==> src/rtl/alu_mul_seq.sv <==
// Sequential 8x8 unsigned shift-add multiplier that borrows an external ALU for
// its adds: one add-then-shift step per cycle, eight steps, then a done pulse.
`ifndef OP_ADD
`define OP_ADD 4'b0000
`endif

module alu_mul_seq #(
  parameter logic [3:0] ADD_CODE = `OP_ADD
) (
  input  logic        clk,
  input  logic        rst_n,
  input  logic        start,
  input  logic [7:0]  multiplicand,
  input  logic [7:0]  multiplier,
  output logic        busy,
  output logic        done,
  output logic [15:0] product,
  output logic [3:0]  alu_op,
  output logic [7:0]  alu_a,
  output logic [7:0]  alu_b,
  input  logic [7:0]  alu_result,
  input  logic        alu_carry
);

  localparam logic [1:0] S_IDLE = 2'd0;
  localparam logic [1:0] S_RUN  = 2'd1;
  localparam logic [1:0] S_DONE = 2'd2;

  logic [1:0]  state_q, state_d;
  logic [7:0]  m_q, m_d;
  logic [15:0] p_q, p_d;
  logic [2:0]  cnt_q, cnt_d;
  logic [15:0] product_q, product_d;
  logic [15:0] p_step;

  // Upper byte of P is the running partial sum; the lower byte shifts the
  // multiplier out LSB-first, so P[0] always selects the current addend.
  assign p_step = {alu_carry, alu_result, p_q[7:1]};

  always_comb begin
    state_d   = state_q;
    m_d       = m_q;
    p_d       = p_q;
    cnt_d     = cnt_q;
    product_d = product_q;
    case (state_q)
      S_IDLE: begin
        if (start) begin
          m_d     = multiplicand;
          p_d     = {8'h00, multiplier};
          cnt_d   = 3'd0;
          state_d = S_RUN;
        end
      end
      S_RUN: begin
        p_d   = p_step;
        cnt_d = cnt_q + 3'd1;
        if (cnt_q == 3'd7) begin
          state_d   = S_DONE;
          product_d = p_step;
        end
      end
      S_DONE:  state_d = S_IDLE;
      default: state_d = S_IDLE;
    endcase
  end

  always_ff @(posedge clk or negedge rst_n) begin
    if (!rst_n) begin
      state_q   <= S_IDLE;
      m_q       <= 8'h00;
      p_q       <= 16'h0000;
      cnt_q     <= 3'd0;
      product_q <= 16'h0000;
    end else begin
      state_q   <= state_d;
      m_q       <= m_d;
      p_q       <= p_d;
      cnt_q     <= cnt_d;
      product_q <= product_d;
    end
  end

  assign busy    = (state_q == S_RUN);
  assign done    = (state_q == S_DONE);
  assign product = product_q;
  assign alu_op  = ADD_CODE;
  assign alu_a   = busy ? p_q[15:8] : 8'h00;
  assign alu_b   = (busy && p_q[0]) ? m_q : 8'h00;

endmodule

==> config.mk <==
export PLATFORM = sky130hd
export DESIGN_NAME = alu_mul_seq
export DESIGN_NICKNAME = d
export VERILOG_FILES = /design/src/rtl/alu_mul_seq.sv
export SDC_FILE = /design/constraint.sdc
export NUM_CORES = 1
export LEC_CHECK = 0
export ABC_AREA = 0
export CORE_MARGIN = 1.5
export CORE_UTILIZATION = 25
export CTS_BUF_LIST = sky130_fd_sc_hd__clkbuf_4
export DETAILED_ROUTE_END_ITERATION = 10
export SLEW_MARGIN = 20
export SYNTH_ARGS = -nofsm -noshare
export SYNTH_HDL_FRONTEND = slang
export SYNTH_SLANG_ARGS = --single-unit
==> constraint.sdc <==
create_clock -name clk -period 2.9 [get_ports clk]
set_clock_uncertainty 0.05 [all_clocks]
set_input_delay 0.29 -clock clk [delete_from_list [all_inputs] [get_ports clk]]
set_output_delay 0.29 -clock clk [all_outputs]
set_load 0.05 [all_outputs]
== Yosys cells after proc, flatten, opt, wreduce, memory -nomap -nowiden ==
Cells that the tools add are included.
Widths: inputs -> output; s select.

* Output and inout port bits: 38
* Bits in read-only memories: 0
* RAM bits: 0
* Memories: 0
* Logic and storage cells: 27
* Bits in latches: 0
* Register bits after elaboration: 45

* Multiply operators: 0
* Div/mod/pow operators: 0
* Equality and inequality tests: 5
* $add $sub $neg: 1
* Shift operators: 0
* Reductions and logical operators: 7
* Magnitude comparators: 0
* Mux-type cells: 9
* Bitwise gates (word level): 0

{| class="wikitable"
|+ Operator list
! cell !! count
|-
| $pmux 16 s2 || 1
|-
| $mux 16 || 1
|-
| $mux 8 || 2
|-
| $reduce_and 2->1 || 4
|-
| $pmux 3 s2 || 1
|-
| $mux 2 || 2
|-
| $pmux 2 s2 || 1
|-
| $add 3x1->3 const B || 1
|-
| $eq 3x3->1 const B || 1
|-
| $mux 3 || 1
|-
| $eq 2x1->1 const B || 1
|-
| $eq 2x2->1 const B || 1
|-
| $logic_not 2->1 || 1
|-
| $ne 2x1->1 const B || 1
|-
| $ne 2x2->1 const B || 1
|-
| $reduce_bool 2->1 || 1
|-
| $logic_and 1x1->1 || 1
|}

== Depth between registers and ports, before layout ==
Gate-level depths: netlist of run 1.

* Depth in word-level cells: 3
* Mapped depth: 6
* Mapped depth without buffers: 5

== Worst setup path after synthesis of run 1 ==
No wires, ideal clock.

* Path type: flip-flop to output port
* From: register state_q[1]
* To: output alu_b[6]
* Path buffers: 2
* Data arrival time: 1959 ps
* Stages on the path, launching flop included: 6
* Required time: 2560 ps
* Path slack: 601 ps
* Cell sequence: dfrtp_1 > nand2b_1 > buf_6 > inv_2 > clkbuf_1 > and3_1

* Cells in the longest elaborated chain, start to end: 3

{| class="wikitable"
|+ Ends and longest elaborated chain
! item !! line !! source
|-
| start: declaration || 29 || <nowiki>logic [1:0] state_q, state_d;</nowiki>
|-
| start signal: assignment || 76 || <nowiki>state_q <= state_d;</nowiki>
|-
| $eq 2x1->1 || 84 || <nowiki>assign busy = (state_q == S_RUN);</nowiki>
|-
| net busy || 15 || <nowiki>output logic busy,</nowiki>
|-
| $logic_and 1x1->1 || 89 || <nowiki>assign alu_b = (busy && p_q[0]) ? m_q : 8'h00;</nowiki>
|-
| $mux 8 || 89 ||
|-
| end: declaration || 20 || <nowiki>output logic [7:0] alu_b,</nowiki>
|}

The timed path passes the listed nets, and every way through them passes these cells.

== Worst setup path after layout of run 1 ==
* From: register state_q[1]
* To: output alu_a[0]

* Cells in the longest elaborated chain, start to end: 2

{| class="wikitable"
|+ Ends and longest elaborated chain
! item !! line !! source
|-
| $eq 2x1->1 || 84 ||
|-
| $mux 8 || 88 || <nowiki>assign alu_a = busy ? p_q[15:8] : 8'h00;</nowiki>
|-
| end: declaration || 19 || <nowiki>output logic [7:0] alu_a,</nowiki>
|}

No other way between the ends.

==> metrics, run 1 <==
run status=completed; Worst Setup Path Type=flip-flop to output port; Tightest Hold Check Type=primary input to async pin; Syn. warnings=0; Residual DRC=0; Die ar.=8180 um^2; Tot Pwr=0.00356 W; Final HPWL DP=2.80 mm; Chip Width=90.5 um; # IOs=66; Setup-failing EPs final=0; Slew HR=61.3%; RSZ-0062 raised after global routing=no; Worst R2R Setup Slack=1.07 ns; FP Rows=31; Netlist cell types=24; max capacitance violation total=0; Yosys top cell by area=dfrtp_1; CTS Root Cell=clkbuf_4; worst reg2reg path depth=4; Post-Syn Area=1910 um^2; Hold Vio Cnt, Final=0; layout cell share with drive strength beyond 1=18.3%; vias=1408; GR peak layer=met2; CTS sink cnt=45; Pwr per Cell Area=1310 nW/um^2; Tcrit/Tclk final=95.0%; final instance area=2720 um^2; Area Growth Syn to Fin=42.3%; Syn Area/Cell=12.8 um^2; PortBufs=61; CTS H-tree lvls=2; final WL=4.30 mm; initial antenna violation count=0; Final WS setup=0.144 ns; CP endpoint=alu_a[0]; max-slew violations=0; die height=90.5 um; DRT antenna net count=0; core area=7330 um^2; mean number of vias per cell=4.51; type of origin of the critical path=flip-flop; peak supply drop=0.459 mV; grt ovf=0; CTS Buffer Depth=2; Syn Inst Count=149; Tot GR Track Use=10.9%; Setup WS pre-CTS=0.395 ns; vias in the first global route=1392; largest net degree at the start of global routing=46; share of the synthesized area in the top cell type=58.9%; Worst-path clk slew=0.15 ns; setup tns final=0 ns; Leak=1.29 nW; Critical Path Source=state_q[1]; fin crit period=2.76 ns; M1 GR Usage=15.3%; routing usage on met2=15.7%; Initial Utilization=26.1%; initial drt markers=55; Placed Area=2590 um^2; drt first pass iters=4; wire length per cell=13.8 um; Data arrival, critical path=2.42 ns; CTS Buf Count=5; R2R Path Start=state_q[0]; Seq/Total Area, Yosys=58.9%; Reg2Reg Capture Point=product[10]; CTS tree=built; maximum fanout along the worst path=28; met3 usage=3.37%; f_max=363 MHz; final core utilization=37.1%; Area contributors post-synth=dfrtp_1, mux2_2, a22o_1, o22ai_1, and2_1; nets=242; critical path data required time=2.56 ns; #FFs+latches synth=45; Setup crit end kind=output port; Inserted Diodes=0; Final Wtd Congestion=0.794; Skew-Pair Late Insertion Delay=0.36 ns; Slew @ Worst Pin=0.580 ns; global-route wire length before repair=7.07 mm
==> through the flow <==
step	hold WS (ns)	instances
floorplan	-0.0556	152
global placement	0.421	303
detailed placement	0.424	303
CTS	0.0604	311
global route	0.442	312
finish	0.387	312
==> cells by family after synthesis <==
family                   Yosys count  share of synthesized area [%]
flip-flops                        45                           58.9
buffers and inverters             16                           4.78
other                              1                          0.196
AO/OA/AOI/OAI                     36                           12.4
adder cells (fa/ha/maj)            2                           1.31
multiplexers                      24                           14.1
AND/OR/NAND/NOR                   25                           8.25
==> state kept, by name (all words and copies together) (netlist names) <==
name and flops:
p_q 16, state_q 2, product 16, m_q 8, cnt_q 3
==> how the worst min path moves through the flow <==
stage | start | end | slack, ns
floorplan | rst_n | cnt_q[0] | -0.06
global placement | state_q[1] | state_q[0] | 0.42
detailed placement | p_q[10] | p_q[10] | 0.42
CTS | rst_n | product[13] | 0.06
global route | rst_n | product[9] | 0.44
finish | rst_n | product[13] | 0.39
==> power breakdown <==
group / switching (W) / internal, W / leakage [nW] / total [W]
sequential: 0.000185 / 0.000925 / 0.526 / 0.00111
clock: 0.000207 / 0.000193 / 0.0459 / 0.000400
combinational: 0.00129 / 0.000768 / 0.721 / 0.00205
total: 0.00168 / 0.00189 / 1.29 / 0.00356
==> cell usage after synthesis <==
cell type  number
buf_2           1
clkbuf_1        4
o22ai_1        14
nor2b_1         1
nand2_4         1
and3_1          8
ha_1            2
inv_1           4
nand2b_1        2
a22o_1         10
conb_1          1
or4b_2          1
nor2_2          1
nand2_1         1
a21oi_1         9
mux2_2         24
buf_4           4
nor2_1          2
and2_1          8
o21ai_0         2
dfrtp_1        45
o21bai_1        1
buf_6           2
inv_2           1
==> area by class of cell <==
type	instances	area, um^2
Multi-Input combinational cell	91	706
Clock buffer	6	45.0
Inverter	5	21.3
Timing Repair Buffer	64	661
Sequential cell	45	1130
Fill cell	714	4610
Tap cell	99	124
Clock inverter	2	38.8
==> metal layers <==
| layer | routed length [um] | share of wire [%] |
|---|---|---|
| met1 | 2100 | 49 |
| met4 | 37 | 0.86 |
| met2 | 1910 | 44 |
| met5 | 0 | 0 |
| met3 | 257 | 6.0 |
==> what timing repair did <==
action,in CTS,in global routing
setup endpoints to repair,8,11
resized for setup,1,11
hold buffers,0,1
buffers inserted,0,0
endpoints found under the hold margin,0,45
==> cells in the final DEF, fill, tap and decap left out, types with 2 or more instances in the layout <==
cell type / n
o22ai_1: 14
a21oi_1: 9
clkdlybuf4s50_1: 49
nor2_1: 2
and2_1: 8
buf_4: 3
mux2_2: 24
dlymetal6s2s_1: 11
ha_1: 2
a22o_1: 10
conb_1: 4
dfrtp_1: 45
o21ai_0: 2
nand2b_1: 2
clkbuf_4: 6
and3_1: 8
inv_1: 4
==> worst max-delay path, stage by stage, from the launching register on <==
cell and delay, ns:
dfrtp_1 0.44, nand2b_1 0.34, inv_4 0.32, and2_1 0.17, clkdlybuf4s50_1 0.80
Power figures use the tool's default switching activity.
==> inputs of run 2 (changes only) <==
==> constraint.sdc (replaced) <==
create_clock -name clk -period 2.9 [get_ports clk]
set_clock_uncertainty 0.05 [all_clocks]
set_input_delay 0.58 -clock clk [delete_from_list [all_inputs] [get_ports clk]]
set_output_delay 0.58 -clock clk [all_outputs]
set_load 0.05 [all_outputs]
==> run 2 against run 1 <==
Against the previous run: die area unchanged; final cell count unchanged; clock power down 21%; sequential power about the same.
==> metrics, run 2 (synthesized netlist as in run 1, its figures left out) <==
run status=completed; CTS Root Cell=clkbuf_4; core area=7330 um^2 (unchanged); CTS Buffer Depth=2 (unchanged); nets=242 (unchanged); Chip Width=90.5 um (unchanged); Area Growth Syn to Fin=37.2%; largest net degree at the start of global routing=46 (unchanged); Worst R2R Setup Slack=0.95 ns (-0.12 ns); Inserted Diodes=0 (unchanged); Data arrival, critical path=1.96 ns (-0.46 ns); setup tns final=0 ns (unchanged); max capacitance violation total=0 (unchanged); mean number of vias per cell=4.46 (-1.1%); RSZ-0062 raised after global routing=no; Tightest Hold Check Type=primary input to async pin; CTS H-tree lvls=2 (unchanged); Worst-path clk slew=0.14 ns (about the same); Placed Area=2560 um^2 (-1.3%); Worst Setup Path Type=flip-flop to output port; type of origin of the critical path=flip-flop; Placed Cells=304 (+0.33%); Tcrit/Tclk final=89.3% (-5.7 points); PortBufs=61 (unchanged); max-slew violations=0 (unchanged); Leak=1.15 nW (-11%); Die ar.=8180 um^2 (unchanged); global-route wire length before repair=6.94 mm (-1.8%); Pwr per Cell Area=1310 nW/um^2 (+0.24%); Slew HR=61.7% (+0.40 points); post-cts resize count=0 (-1); Tot Pwr=0.00344 W (-3.4%); vias in the first global route=1365 (-1.9%); Initial Utilization=26.1% (unchanged); layout cell share with drive strength beyond 1=26.8% (+8.5 points); Residual DRC=0 (unchanged); DRT antenna net count=0 (unchanged); CTS sink cnt=45 (unchanged); Setup Fix Bufs, Post-CTS=0 (unchanged); f_max=386 MHz (+6.4%); Setup crit end kind=output port; post-route insts no fill=312 (unchanged); fin crit period=2.59 ns (-0.166 ns); drt first pass iters=4 (unchanged); Hold Vio Cnt, Final=0 (unchanged); commonest non-fill, non-tap cell in the layout=dfrtp_1; critical path data required time=2.27 ns (-0.29 ns); most frequent cells in the layout=dfrtp_1, clkdlybuf4s50_1, mux2_2; FP Rows=31 (unchanged); CTS Buf Count=5 (unchanged); initial antenna violation count=0 (unchanged); Skew-Pair Late Insertion Delay=0.35 ns (about the same); CTS Hold Bufs=0 (unchanged); Setup-failing EPs final=0 (unchanged); Slew @ Worst Pin=0.574 ns (-0.00598 ns); die height=90.5 um (unchanged); maximum fanout along the worst path=28 (unchanged); final instance area=2620 um^2 (-3.6%); grt ovf=0 (unchanged); Final HPWL DP=2.83 mm (+0.97%); CTS tree=built; initial drt markers=60 (+9.1%); Final Wtd Congestion=0.748 (-5.8%); vias=1392 (-1.1%); Tot GR Track Use=10.7% (-0.17 points); # IOs=66 (unchanged); peak supply drop=0.476 mV (+3.8%); final WL=4.25 mm (-1.1%); wire length per cell=13.6 um (-1.1%)
## run 2: cell count changes in the layout (fill, tap and decap cells not counted)
cell / previous run / this run
buf_4: 3 / 21
bufinv_16: 1 / 0
clkbuf_4: 6 / 7
clkdlybuf4s50_1: 49 / 43
clkinv_4: 1 / 0
clkinvlp_4: 0 / 1
dlygate4sd3_1: 1 / 0
dlymetal6s2s_1: 11 / 0
inv_2: 0 / 1
inv_4: 1 / 0
## run 2: path summary, 6_finish.rpt
| path | startpoint | end | cells after the start |
|---|---|---|---|
| max | state_q[1] | alu_b[3] | 4 |
| min in group clk | p_q[8] | p_q[8] | 1 |
| min | rst_n | product[13] | 1 |
| max in group asynchronous | rst_n | p_q[6] | 1 |
| min reg2reg | p_q[8] | p_q[8] | 1 |
| max reg2reg | state_q[1] | product[6] | 4 |
## run 2: critical path, cell delays in order (launching register included)
cell and delay [ns]:
dfrtp_1 0.44, nand2b_1 0.32, inv_2 0.42, and3_1 0.22, buf_4 0.19
## run 2: power by group
part	total (W)	internal, W	switching (W)	leakage, nW
clock	0.000315	0.000115	0.000201	0.0324
combinational	0.00201	0.000732	0.00128	0.589
sequential	0.00111	0.000925	0.000188	0.526
total	0.00344	0.00177	0.00167	1.15
## run 2: cell type report
type	count	area (um^2)
Clock inverter	1	7.51
Multi-Input combinational cell	91	706
Timing Repair Buffer	64	588
Sequential cell	45	1130
Fill cell	725	4710
Tap cell	99	124
Clock buffer	7	52.6
Inverter	5	18.8
## run 2: per-stage QoR
stage                     worst slack [ns]  hold slack [ns]  util (%)
after floorplan                      0.311            0.234         -
after global placement               0.637            0.422      34.9
after detailed placement             0.637            0.424      34.9
after CTS                            0.295            0.362      35.7
after global routing                 0.151            0.187      35.8
final                                0.310            0.159      35.8
## run 2: routing by layer
| metal | routed length (um) | GRT usage [%] | vias to the layer above |
|---|---|---|---|
| li1 | - | - | 657 |
| met3 | 274 | 3.45 | 7 |
| met1 | 2140 | 14.6 | 676 |
| met4 | 50 | 3.17 | 0 |
| met2 | 1790 | 16.0 | 52 |
| met5 | 0 | 0 | - |
==> inputs of run 3 (changes only) <==
- SLEW_MARGIN: 20 -> 25
==> results of run 3 <==
The final DEF is identical to that of run 2; final timing and power are the same.
